<file path="config.mk">
export PLATFORM = sky130hd
export DESIGN_NAME = fetch_decode
export DESIGN_NICKNAME = d
export VERILOG_FILES = /design/src/rtl/fetch_decode.sv
export SDC_FILE = /design/constraint.sdc
export NUM_CORES = 1
export LEC_CHECK = 0
export CAP_MARGIN = 20
export CORE_MARGIN = 2
export CORE_UTILIZATION = 50
export DETAILED_ROUTE_END_ITERATION = 10
export GPL_TIMING_DRIVEN = 0
export PLACE_DENSITY_LB_ADDON = 0.15
export RECOVER_POWER = 100
export SLEW_MARGIN = 25
export SYNTH_ARGS = -nofsm -noshare
export SYNTH_HDL_FRONTEND = slang
export SYNTH_SLANG_ARGS = --single-unit
export TNS_END_PERCENT = 50
</file>
<file path="constraint.sdc">
create_clock -name clk -period 4.45 [get_ports clk]
set_input_delay 0.89 -clock clk [delete_from_list [all_inputs] [get_ports clk]]
set_output_delay 0.89 -clock clk [all_outputs]
set_load 0.01 [all_outputs]
</file>
<file path="src/rtl/fetch_decode.sv">
// Fetch/decode sequencer: fetches 16-bit instruction words over a req/ack port
// and presents decoded datapath controls for one EXEC cycle per instruction.
package fetch_decode_pkg;
  typedef enum logic [3:0] {
    ALU_ADD, ALU_SUB, ALU_AND, ALU_OR, ALU_XOR, ALU_NOT,
    ALU_SHL, ALU_SHR, ALU_ROL, ALU_ROR, ALU_INC, ALU_DEC
  } AluCmd;

  typedef struct packed {
    logic dst_in_sel;  // 1 = immediate, 0 = ALU result
  } CtrlSig;
endpackage

module fetch_decode
  import fetch_decode_pkg::*;
#(
  parameter int              PC_W     = 8,
  parameter logic [PC_W-1:0] RESET_PC = '0
) (
  input  logic            clk,
  input  logic            rst,
  input  logic            start,
  output logic            imem_req,
  output logic [PC_W-1:0] imem_addr,
  input  logic            imem_ack,
  input  logic [15:0]     imem_rdata,
  output logic            reg_wr_en,
  output logic [11:0]     operands,
  output AluCmd           alu_cmd,
  output CtrlSig          ctrl_sig,
  output logic            halted
);

  typedef enum logic [1:0] {S_IDLE, S_FETCH, S_EXEC, S_HALT} state_t;

  localparam int JW = (PC_W < 8) ? PC_W : 8;

  state_t          state_q, state_d;
  logic [PC_W-1:0] pc_q, pc_d;
  logic [15:0]     ir_q, ir_d;
  logic            imem_req_q, imem_req_d;
  logic            reg_wr_en_q, reg_wr_en_d;
  logic            halted_q, halted_d;
  logic [3:0]      op_q, op_d;

  assign op_q = ir_q[15:12];
  assign op_d = ir_d[15:12];

  always_comb begin
    state_d = state_q;
    pc_d    = pc_q;
    ir_d    = ir_q;
    case (state_q)
      S_IDLE, S_HALT: begin
        if (start) begin
          pc_d    = RESET_PC;
          state_d = S_FETCH;
        end
      end
      S_FETCH: begin
        if (imem_ack) begin
          ir_d    = imem_rdata;
          state_d = S_EXEC;
        end
      end
      S_EXEC: begin
        state_d = S_FETCH;
        case (op_q)
          4'hE:    pc_d = PC_W'(ir_q[JW-1:0]);
          4'hF:    state_d = S_HALT;
          default: pc_d = pc_q + 1'b1;
        endcase
      end
      default: state_d = S_IDLE;
    endcase

    // Handshake/status outputs are registered from the next-state view.
    imem_req_d  = (state_d == S_FETCH);
    halted_d    = (state_d == S_HALT);
    reg_wr_en_d = (state_d == S_EXEC) && (op_d >= 4'h1) && (op_d <= 4'hD);
  end

  always_ff @(posedge clk) begin
    if (rst) begin
      state_q     <= S_IDLE;
      pc_q        <= RESET_PC;
      ir_q        <= 16'h0000;
      imem_req_q  <= 1'b0;
      reg_wr_en_q <= 1'b0;
      halted_q    <= 1'b0;
    end else begin
      state_q     <= state_d;
      pc_q        <= pc_d;
      ir_q        <= ir_d;
      imem_req_q  <= imem_req_d;
      reg_wr_en_q <= reg_wr_en_d;
      halted_q    <= halted_d;
    end
  end

  // Decoded fields follow IR, so they persist through the next FETCH.
  always_comb begin
    alu_cmd             = AluCmd'(4'd0);
    ctrl_sig.dst_in_sel = (op_q == 4'h1);
    if (op_q >= 4'h2 && op_q <= 4'hD) alu_cmd = AluCmd'(op_q - 4'd2);
  end

  assign operands  = ir_q[11:0];
  assign imem_req  = imem_req_q;
  assign imem_addr = pc_q;
  assign reg_wr_en = reg_wr_en_q;
  assign halted    = halted_q;

endmodule

</file>
* After elaboration in Yosys (flattened, before gate mapping)
Cells that the tools add are included.
** Operators by class
- Add/subtract/negate cells :: 2
- Order comparisons :: 4
- Equality and inequality tests :: 11
- Mux-type cells :: 10
- Reduce and logical (&&, ||, !) cells :: 8
** Operators by type and width (count)
- $mux W16 :: 2
- $pmux W8 S2 :: 2
- $add A8 B1 Y8 const B :: 1
- $eq A2 B2 Y1 const B :: 4
- $eq A4 B4 Y1 const B :: 2
- $le A4 B4 Y1 const B :: 2
- $mux W8 :: 1
- $mux W2 :: 3
- $pmux W2 S3 :: 1
- $eq A2 B1 Y1 const B :: 2
- $eq A4 B1 Y1 const B :: 1
- $ge A4 B1 Y1 const B :: 1
- $ge A4 B2 Y1 const B :: 1
- $mux W4 :: 1
- $ne A2 B2 Y1 const B :: 2
- $sub A4 B2 Y4 const B :: 1
- $logic_and A1 B1 Y1 :: 3
- $reduce_and A3 Y1 :: 1
- $logic_not A2 Y1 :: 1
- $reduce_and A2 Y1 :: 1
- $reduce_bool A2 Y1 :: 1
- $reduce_or A2 Y1 :: 1
** Word-level totals
- Register bits after elaboration :: 29
- Input bits :: 20
- Output and inout bits :: 28
- Logic and storage cells :: 42

* Logic depth before layout (Yosys ltp)
Gate-level depths: netlist of run 1.
- Word-level depth :: 6
- Mapped depth :: 8
- Depth with buffers taken out :: 6

* Worst setup path before layout of run 1
No wires, ideal clock.
- Path kind :: flip-flop to output port
- Start :: reg ir_q[13]
- End :: out alu_cmd[2]
- Data arrival time :: 1.113 ns
- Required time :: 3.560 ns
- Path slack :: 2.447 ns
- Stages on the path, launching flop included :: 5
- Path buffers :: 1
- Path through :: dfxtp_1 > buf_2 > inv_1 > ha_1 > nor3_1
** On the way
- Word-level cells in the longest chain between the ends :: 3
- Elaborated cells on any way between the ends :: 5
- Classes of those cells :: 1 x add/sub; 2 x order compare; 1 x mux; 1 x reduce/logical
** RTL lines
- from (decl) :: RTL line 40 : logic [15:0] ir_q, ir_d;
- from (signal assigned) :: RTL line 94 : ir_q <= ir_d;
- $ge A4 B2 Y1 / $le A4 B4 Y1 (equally long branches) :: RTL line 105 : if (op_q >= 4'h2 && op_q <= 4'hD) alu_cmd = AluCmd'(op_q - 4'd2);
- $logic_and A1 B1 Y1 :: RTL line 105
- $mux W4 (*) :: RTL line 105
- to (decl) :: RTL line 29 : output AluCmd alu_cmd,
Mark *: on every way between the ends. The rest lies on a longest branch, timed or not.

* Worst setup path after layout of run 1
Same ends and word-level chain as after synthesis.

==> results of run 1 <==
## registers in the layout, indices dropped and copies added (netlist names)
name	count
state_q	2
imem_req	1
imem_addr	8
ir_q	16
halted	1
reg_wr_en	1
## stage by stage
stage,instances,worst slack (ns),hold WS (ns),util (%)
2_1_floorplan,204,2.45,0.437,-
3_3_place_gp,295,1.82,0.443,69.4
3_5_place_dp,295,1.85,0.447,69.4
4_1_cts,303,1.55,0.461,71.2
5_1_grt,303,1.35,0.474,71.2
6_report,303,1.51,0.459,71.2
## cell usage in the layout, fill, tap and decap left out, types with 2 or more instances in the layout
cell | netlist | final
a21oi_1 | 25 | 25
nor3_1 | 7 | 7
clkbuf_1 | 4 | 5
and3_1 | 4 | 4
dfxtp_1 | 29 | 29
buf_6 | 3 | 3
inv_1 | 9 | 9
clkinv_2 | 0 | 2
ha_1 | 5 | 5
o2bb2ai_1 | 2 | 2
o21ai_0 | 5 | 5
nand3_1 | 5 | 5
o211ai_1 | 2 | 2
a21o_1 | 4 | 4
clkbuf_4 | 0 | 5
buf_4 | 13 | 13
nor2_1 | 11 | 11
nand2_1 | 42 | 42
dlygate4sd3_1 | 0 | 30
buf_2 | 4 | 4
o22ai_1 | 2 | 2
nor4_1 | 2 | 2
o32ai_1 | 2 | 2
clkdlybuf4s50_1 | 0 | 17
o2111ai_1 | 2 | 2
## critical path, cell delays in order (launching register included)
cell and delay [ns]:
dfxtp_1 0.31, buf_2 0.19, inv_1 0.10, ha_1 0.30, nor3_1 0.19, dlygate4sd3_1 0.63
## final timing paths
kind	from	end	cells past startpoint
max	ir_q[13]$_SDFF_PP0_	alu_cmd[2]	5
min	ir_q[9]$_SDFFE_PP0P_	ir_q[9]$_SDFFE_PP0P_	2
max reg2reg	state_q[0]$_SDFF_PP0_	halted$_SDFF_PP0_	8
min reg2reg	ir_q[9]$_SDFFE_PP0P_	ir_q[9]$_SDFFE_PP0P_	2
## cell usage after synthesis, drive strengths merged (4+ instances only)
master	number
ha	5
nor3	7
dfxtp	29
o21ai	5
a21oi	25
inv	9
clkbuf	4
nor2	11
nand2	42
buf	21
nand3	6
a21o	4
and3	4
## layout make-up
class	instances	area [um2]	area share (%)
repair buffers	47	470	21.6
well taps	44	55.1	2.53
clock inverters	3	17.5	0.806
inverters	9	33.8	1.55
clock buffers	5	37.5	1.73
flip-flops and latches	29	581	26.7
plain buffers	25	170	7.83
multi-input cells	141	810	37.2
## cells by family (layout without fill, tap and decap cells)
group,after synthesis,count (layout),synth area share [%]
flip-flops,29,29,36.4
AND/OR/NAND/NOR,80,80,22.8
multiplexers,3,3,2.75
XOR/XNOR,2,2,1.10
AO/OA/AOI/OAI,51,51,20.3
adder cells (fa/ha/maj),5,5,3.92
buffers and inverters,34,89,12.8
## power groups by stage
| stage | Clock (W) | Combinational (W) | Sequential, W |
|---|---|---|---|
| 2_1_floorplan | 0 | 0.0000883 | 0.000286 |
| 3_3_place_gp | 0 | 0.000146 | 0.000287 |
| 3_5_place_dp | 0 | 0.000147 | 0.000288 |
| 4_1_cts | 0.000158 | 0.000149 | 0.000282 |
| 5_1_grt | 0.000172 | 0.000159 | 0.000284 |
| 6_report | 0.000156 | 0.000142 | 0.000282 |
## per-layer routing
layer	vias to the layer above	share of wire (%)	wire [um]	track usage [%]
li1	804	-	-	-
met1	714	48	1740	29.4
met2	38	45	1640	33.9
met3	8	5.2	189	6.40
met4	0	1.7	60	9.32
met5	-	0	0	0
==> flow_summary_export.csv, run 1 <==
group,metric,value,unit
run_status,status,"completed",
placed_design,io_buffers,47,
placed_design,post-dp-hpwl,2690,um
power,swShare,30.2,%
setup_path,critical_path_class,"reg2out",
cts,clk_latency,0.34,ns
floorplanning,die_h,60.5,um
power,power_frac_comb,24.6,%
placed_design,place.gp.congestion,0.828,
logic_synthesis,ys_types,42,
timing,tightest_slew,0.547,ns
floorplanning,ioPinCount,48,
cts,clkTransAtPathRegs,0.10,ns
logic_synthesis,ys_seq_elements,29,
routing,dr.pass1.iters,4,
logic_synthesis,synth_edf_count,0,
timing,fin_worst_skew,0.00753,ns
logic_synthesis,synth-main-ff-cell,"dfxtp_1",
cells_and_area,areaGrowthSynthToFinish,36.4,%
cts,post_cts_buffers,0,
logic_synthesis,synth-seq-area-share,36.4,%
cells_and_area,fillers,272,
routing,drc,0,
power,power_switching,0.000175,W
power,ir_drop,184,uV
cts,cts_tree,"done",
power,power_leakage,0.912,nW
logic_synthesis,synth_cells,204,
min_path,hold_path_class,"reg2reg",
cells_and_area,nNetsFinal,283,
cts,cts_root_buf,"clkbuf_4",
grt,grt_max_degree,11,
logic_synthesis,yosys.area.top_type,"dfxtp_1",
routing,vias,1564,
routing,ant_nets,0,
cells_and_area,diodes,0,
run,maxCapViolations,0,
cts,clock-sinks,29,
cells_and_area,final_area,0.00217,mm2
logic_synthesis,syn_area,0.00159,mm2
cts,numCtsBuffers,5,
timing,slew_viol_final,0,
cts,cts_max_level,2,
floorplanning,die-area,0.00366,mm2
timing,setup_viol,0,
setup_path,critPathRequiredTime,3.56,ns
setup_path,cp-start-kind,"flop",
logic_synthesis,async_flop_share,0,%
floorplanning,die_w,60.5,um
power,total_power,0.000580,W
timing,max-slew-margin-rel,63.3,%
cts,cts.path.max_buffers,2,
timing,fin_setup_tns,0,ns
floorplanning,initial_utilization,52.2,%
setup_path,worstPathArrival,2.05,ns
routing,drt_wl_total,3630,um
placed_design,placed_area,0.00212,mm2
power,p_int,0.000404,W
grt,grt_antenna_before_repair,0,
grt,grt_pass1_vias,1365,
setup_path,r2r_slack,2.37,ns
power,powerDensity,267,mW/mm2
routing,wl_per_cell,12.0,um
timing,period_needed,2.94,ns
floorplanning,fp-row-count,20,
timing,finalHoldViolCount,0,
logic_synthesis,ys_warn_count,0,
timing,rsz0062_at_grt,"no",
grt,track_usage,22.1,%
cts,hold_buffers,0,
power,clkPwrFrac,26.8,%
floorplanning,core_area,0.00305,mm2
grt,grt_first_pass_wirelength,5960,um
setup_path,crit_fanout,10,
setup_path,crit_path_end_kind,"primary output",
logic_synthesis,synth.area.top_cells,"dfxtp_1 36%, nand2_1 9.9%, a21oi_1 7.8%",
logic_synthesis,syn_nets,229,
routing,dr.first_iter.drc_count,120,
logic_synthesis,netlist.area_leader.share,36.4,%
grt,overflow,0,
logic_synthesis,postSynthAreaPerCell,7.81,um2
timing,fmax,341,MHz
cts,post_cts_resized,0,
power,pwr-share-seq,48.6,%
cells_and_area,drive_gt1_share,12.4,%
timing,min_period_over_period,66.0,%
routing,drt-vias-per-instance,5.16,
Power figures use the tool's default switching activity.
==> run 2, diff against run 1 <==
CORE_UTILIZATION = 47   (was 50)
clock period = 2.9 ns   (was 4.45 ns; I/O delays follow)
==> run 2 against run 1 <==
Compared with the run above: register-to-register slack worse by 1.9 ns; die area is 6.0% higher; largest cell class unchanged; utilization is 4.6 points lower; clock power is 84% higher; design area is 0.58% higher; worst hold slack hardly changed; combinational power is 54% higher.
==> flow_summary_export.csv, run 2 (synthesis gave the netlist of run 1 again) <==
group,metric,value,unit
run_status,status,"completed",
cts,post_cts_resized,0,
setup_path,cp-start-kind,"flop",
timing,min_period_over_period,90.6,%
cts,cts.path.max_buffers,2,
floorplanning,die-area,0.00387,mm2
timing,fmax,381,MHz
placed_design,place.gp.congestion,0.867,
grt,grt_max_degree,11,
floorplanning,core_area,0.00328,mm2
setup_path,critPathMaxStageDelay,0.63,ns
cts,clock-sinks,29,
cts,numCtsBuffers,5,
setup_path,cp_slowest_cell,"dlygate4sd3_1",
routing,dr.pass1.iters,4,
grt,met2_usage,33.3,%
setup_path,critical_path_class,"reg2out",
setup_path,path_buf_inv,3,
timing,layout_setup_ws,0.273,ns
min_path,hold_path_class,"reg2reg",
placed_design,placed_area,0.00212,mm2
setup_path,crit_fanout,10,
routing,ant_nets,0,
timing,max-slew-margin-rel,61.3,%
cells_and_area,final_cells,305,
grt,met1_usage,28.8,%
routing,vias,1569,
cells_and_area,nNetsFinal,283,
grt,grt_antenna_before_repair,0,
cts,hold_buffers,0,
timing,period_needed,2.63,ns
cells_and_area,fillers,311,
floorplanning,initial_utilization,48.5,%
grt,track_usage,21.3,%
power,power_leakage,0.915,nW
timing,tightest_slew,0.576,ns
floorplanning,die_h,62.2,um
timing,slew_viol_final,0,
grt,grt_use_met3,5.80,%
cells_and_area,drive_gt1_share,11.6,%
routing,drt_wl_total,3860,um
setup_path,crit_chain,"buf_2 > inv_1 > ha_1 > nor3_1 > dlygate4sd3_1",
floorplanning,fp-row-count,21,
placed_design,place_inst,297,
placed_design,io_buffers,47,
timing,rsz0062_at_grt,"no",
timing,setup_viol,0,
routing,drc,0,
cts,clkTransAtPathRegs,0.10,ns
cells_and_area,final_cell_mix,"42 x nand2_1, 29 x dfxtp_1, 28 x dlygate4sd3_1",
setup_path,worstPathArrival,2.05,ns
routing,wl_per_cell,12.7,um
placed_design,post-dp-hpwl,2850,um
timing,fin_setup_tns,0,ns
setup_path,crit_path_end_kind,"primary output",
cts,cts_root_buf,"clkbuf_4",
cells_and_area,final_area,0.00219,mm2
placed_design,place_ws,0.554,ns
grt,grt_first_pass_wirelength,6760,um
cells_and_area,layout_commonest_cell,"nand2_1",
cells_and_area,utilization,66.6,%
setup_path,critPathRequiredTime,2.32,ns
cells_and_area,areaGrowthSynthToFinish,37.2,%
cts,cts_tree,"done",
routing,dr.first_iter.drc_count,98,
cells_and_area,largest_register_ffs,16,
timing,fin_worst_skew,0.00995,ns
cts,post_cts_buffers,0,
grt,top_usage_layer,"met2",
run,maxCapViolations,0,
grt,overflow,0,
cells_and_area,top_register,"ir_q",
power,ir_drop,277,uV
grt,grt_pass1_vias,1447,
power,powerDensity,429,mW/mm2
cts,clk_latency,0.32,ns
timing,finalHoldViolCount,0,
floorplanning,die_w,62.2,um
setup_path,path_delay_family,"buffers and inverters",
routing,drt-vias-per-instance,5.14,
cts,cts_max_level,2,
cells_and_area,diodes,0,
floorplanning,ioPinCount,48,
-- run 2: cell count changes in the layout (fill, tap and decap cells not counted), moves of 2 or more --
cell	before	now
clkbuf_1	5	7
clkbuf_8	0	2
clkdlybuf4s50_1	17	19
dlygate4sd3_1	30	28
-- run 2: final cells by class --
class / count / area, um2 / share of cell area [%]
Multi-Input combinational cell: 141 / 810 / 37.0
Sequential cell: 29 / 581 / 26.5
Timing Repair Buffer: 47 / 470 / 21.5
Buffer: 25 / 165 / 7.55
Clock buffer: 7 / 65.1 / 2.97
Tap cell: 46 / 57.6 / 2.63
Inverter: 9 / 33.8 / 1.54
Clock inverter: 1 / 5.00 / 0.229
-- run 2: per-layer routing --
| layer | routed length, um | up-vias | part of all wire, % |
|---|---|---|---|
| met1 | 1840 | 720 | 48 |
| met5 | 0 | - | 0 |
| met4 | 23 | 0 | 0.60 |
| met2 | 1770 | 45 | 46 |
| li1 | - | 802 | - |
| met3 | 221 | 2 | 5.7 |
-- run 2: power by group --
part | switching, W | leakage (nW) | internal [W]
logic | 0.000109 | 0.638 | 0.000110
registers | 0.0000146 | 0.235 | 0.000418
clock network | 0.000146 | 0.0413 | 0.000140
total | 0.000270 | 0.915 | 0.000669
-- run 2: metrics by stage --
step	hold slack, ns	power [W]
after floorplan	0.437	0.000575
after global placement	0.442	0.000667
after detailed placement	0.447	0.000669
after CTS	0.461	0.000953
after global routing	0.488	0.000989
final	0.459	0.000939
-- run 2: final timing paths --
path	from	endpoint	slack [ns]	depth (start not counted)
worst min register to register	ir_q[11]$_SDFFE_PP0P_	ir_q[11]$_SDFFE_PP0P_	0.46	2
worst max register to register	state_q[0]$_SDFF_PP0_	halted$_SDFF_PP0_	0.46	8
worst max-delay path	ir_q[13]$_SDFF_PP0_	alu_cmd[2]	0.27	5
worst min-delay path	ir_q[11]$_SDFFE_PP0P_	ir_q[11]$_SDFFE_PP0P_	0.46	2
-- run 2: worst register-to-register path, stage by stage (launching register included) --
cell and delay [ns]:
dfxtp_1 0.42, inv_1 0.09, ha_1 0.29, clkbuf_1 0.19
nand2b_1 0.11, clkbuf_1 0.34, o21ai_0 0.21, a311oi_1 0.57
nor2_1 0.10
==> RTL edit 1, RTL diff (flow settings as in run 1) <==
The parameter `PC_W` goes from 8 to 6.
--- a/src/rtl/fetch_decode.sv
+++ b/src/rtl/fetch_decode.sv
@@ -14,7 +14,7 @@
 module fetch_decode
   import fetch_decode_pkg::*;
 #(
-  parameter int              PC_W     = 8,
+  parameter int              PC_W     = 6,
   parameter logic [PC_W-1:0] RESET_PC = '0
 ) (
   input  logic            clk,
Interface: changed (resized imem_addr); port bits go from 48 to 46. The function was not compared with the original's and may differ.
==> RTL edit 1 against run 1 <==
- power shrank 14%
- highest routed layer unchanged
- largest power group unchanged
- area after synthesis shrank 10%
- design area shrank 11%
- maximum frequency grew 0.36%
- cell count shrank 13%
- wire length shrank 6.0%
- clock skew grew 0.00065 ns
- sequential share of layout area grew 1.2 points
- non-clock buffer count shrank 5
- global-route usage shrank 1.2 points
- sequential cell count shrank 2
- worst setup slack gained 0.011 ns
- die area shrank 9.8%
==> RTL edit 1: results (changes against run 1) <==
initial detailed-routing violation count 48 (was 120); Place WS 1.83 ns (was 1.85 ns); placed insts 261 (was 295); Final Instance Area 0.00194 mm² (was 0.00217 mm²); WL/cell 12.9 µm (was 12.0 µm); Mapped Nets 210 (was 229); synth top area cells dfxtp_1, nand2_1, a21oi_1 (unchanged); buffers added on ports 45 (was 47); Comb. pwr 0.000135 W (was 0.000142 W); first-pass GRT wire length 5.51 mm (was 5.96 mm); Avg Synthesized Cell Area 7.72 µm² (was 7.81 µm²); clock network area share 1.36% (was 2.53%); leakage 0.824 nW (was 0.912 nW); Worst IR Drop VDD 167 µV (was 184 µV); Filler cells 236 (was 272); Final Wtd Congestion 0.843 (was 0.828); hpwl dp 2.68 mm (was 2.69 mm); largest net degree at the start of global routing 15 (was 11); top fanout value on the critical path 10 (unchanged); Max Root-Sink Buffers 2 (unchanged); TritonCTS Buffers 3 (was 5); most instantiated cells after synthesis nand2_1, dfxtp_1, a21oi_1 (unchanged); total power 0.000500 W (was 0.000580 W); CTS sink cnt 27 (was 29); n_taps 31 (was 44); Total Wirelength 3.42 mm (was 3.63 mm); vias post-DR 1,409 (was 1,564); sequential share of the synthesized area 37.9% (was 36.4%); clock transition at the registers of the reported paths 0.14 ns (was 0.10 ns); Non-Clock Buffer Count 67 (was 72); Reg with most FFs ir_q (unchanged); P_sw 0.000141 W (was 0.000175 W); number of global-route vias before repair 1,301 (was 1,365); Worst Tran Pin Value 0.465 ns (was 0.547 ns); inverter count 10 (was 9); Multi-input comb cells 126 (was 141); distinct cell type count after synthesis 35 (was 42); latest clock arrival within the worst-skew pair 0.32 ns (was 0.34 ns); clock buffer count 4 (was 5); antenna cells 0 (unchanged); worst clock skew 0.00817 ns (was 0.00753 ns); proportion of layout cells with a drive suffix above 1 9.40% (was 12.4%); H-tree depth 1 (was 2); FF/Latch Area 541 µm² (was 581 µm²); outcome completed (unchanged); Multi-input gate area 703 µm² (was 810 µm²); Clk. pwr 0.000103 W (was 0.000156 W); Total GRT Usage 20.9% (was 22.1%); Non-clock buffer share 30.5% (was 29.5%)
==> RTL edit 1: final timing paths <==
kind	endpoint	slack, ns	cells past startpoint	start
max reg2reg	reg_wr_en	2.47	6	state_q[0]
min reg2reg	ir_q[10]	0.47	2	ir_q[10]
min	ir_q[10]	0.47	2	ir_q[10]
max	alu_cmd[3]	1.52	7	ir_q[13]
==> RTL edit 1: kinds of logic (layout without fill, tap and decap cells) <==
group                      after synthesis  count (layout)  synth area share (%)
muxes                                    4               4                  3.77
DFF                                     27              27                  37.9
AOI/OAI and AO/OA                       42              42                  16.7
buffers and inverters                   32              81                  12.5
and+or+nand+nor                         75              75                  24.7
adders and majority gates                5               5                  4.38
==> RTL edit 1: routing by layer <==
metal | part of all wire (%) | wire, µm | track usage (%) | up-vias
li1 | - | - | - | 717
met1 | 44 | 1510 | 26.1 | 649
met2 | 51 | 1750 | 37.3 | 38
met3 | 3.7 | 126 | 2.27 | 5
met4 | 1.1 | 36 | 6.98 | 0
met5 | 0 | 0 | 0 | -
==> RTL edit 2, RTL diff (flow settings as in run 1) <==
Without the edit above. Re-encode `state_t` (4 states) as one-hot, 4 bits wide.
--- a/src/rtl/fetch_decode.sv
+++ b/src/rtl/fetch_decode.sv
@@ -31,7 +31,7 @@
   output logic            halted
 );
 
-  typedef enum logic [1:0] {S_IDLE, S_FETCH, S_EXEC, S_HALT} state_t;
+  typedef enum logic [3:0] {S_IDLE = 4'b0001, S_FETCH = 4'b0010, S_EXEC = 4'b0100, S_HALT = 4'b1000} state_t;
 
   localparam int JW = (PC_W < 8) ? PC_W : 8;
 
Check against the original RTL: no difference found for any inputs over 10 cycles, from zero or initial values and one cycle with rst high; not proved beyond that.
==> RTL edit 2 against run 1 <==
- hold slack better by 0.059 ns
- worst setup slack worse by 0.17 ns
- wire length is 7.6% higher
- area after synthesis is 2.5% higher
- sequential cell count is 2 higher
- design area is 2.4% higher
Power is not compared: it rests on default switching activity, and its combinational part moved more than twofold at a synthesized area within 25%.
==> RTL edit 2: results (changes against run 1) <==
outcome completed (unchanged); initial detailed-routing violation count 135 (was 120); first-pass GRT wire length 6.28 mm (was 5.96 mm); synth top area cells dfxtp_1, mux2i_1, buf_4 (was dfxtp_1, nand2_1, a21oi_1); post-synthesis cell count 188 (was 204); Filler cells 253 (was 272); Placed Area 0.00216 mm² (was 0.00212 mm²); clock network area share 3.09% (was 2.53%); placed insts 279 (was 295); Synth Register Bits 31 (was 29); Endpoint, Worst Hold ir_q[8] (was ir_q[9]); metal3 WL 228 µm (was 189 µm); worst clock skew 0.00487 ns (was 0.00753 ns); hpwl dp 2.98 mm (was 2.69 mm); Total Wirelength 3.91 mm (was 3.63 mm); Multi-input comb cells 124 (was 141); R2R Setup Slk 2.17 ns (was 2.37 ns); Non-clock buffer share 29.1% (was 29.5%); Mapped Nets 210 (was 229); most instantiated cells after synthesis dfxtp_1, nor2_1, mux2i_1 (was nand2_1, dfxtp_1, a21oi_1); M1 wire length 1.75 mm (was 1.74 mm); Hold Slack 0.517 ns (was 0.459 ns); sequential share of the synthesized area 38.0% (was 36.4%); Util after Layout 72.3% (was 71.2%); Total GRT Usage 22.9% (was 22.1%)
[RTL edit 2: cell types whose count changed in the layout (fill, tap and decap cells not counted), moves of 4 or more]
cell,change
a21oi_1,-19
clkbuf_1,+4
mux2i_1,+16
nand2_1,-33
nor2_1,+13
[RTL edit 2: kinds of logic after synthesis]
kind of cell	after synthesis	share of synthesized area, %
buf+inv	33	12.3
simple gates	70	22.4
mux	17	10.4
fa+ha+maj	2	1.53
compound gates	33	14.3
xor+xnor	2	1.07
flops	31	38.0
[RTL edit 2: critical path, delay by kind of cell (launching register included)]
kind          cells  cell delay [ns]
buf+inv           3             1.09
simple gates      2             0.33
flops             1             0.46
[RTL edit 2: worst max path at each step]
stage / depth (start not counted) / start / end
finish: 5 / ir_q[15] / alu_cmd[0]
global route: 5 / ir_q[15] / alu_cmd[0]
CTS: 6 / ir_q[13] / alu_cmd[0]
detailed placement: 6 / ir_q[13] / alu_cmd[0]
global placement: 6 / ir_q[14] / alu_cmd[0]
floorplan: 5 / ir_q[14] / alu_cmd[0]
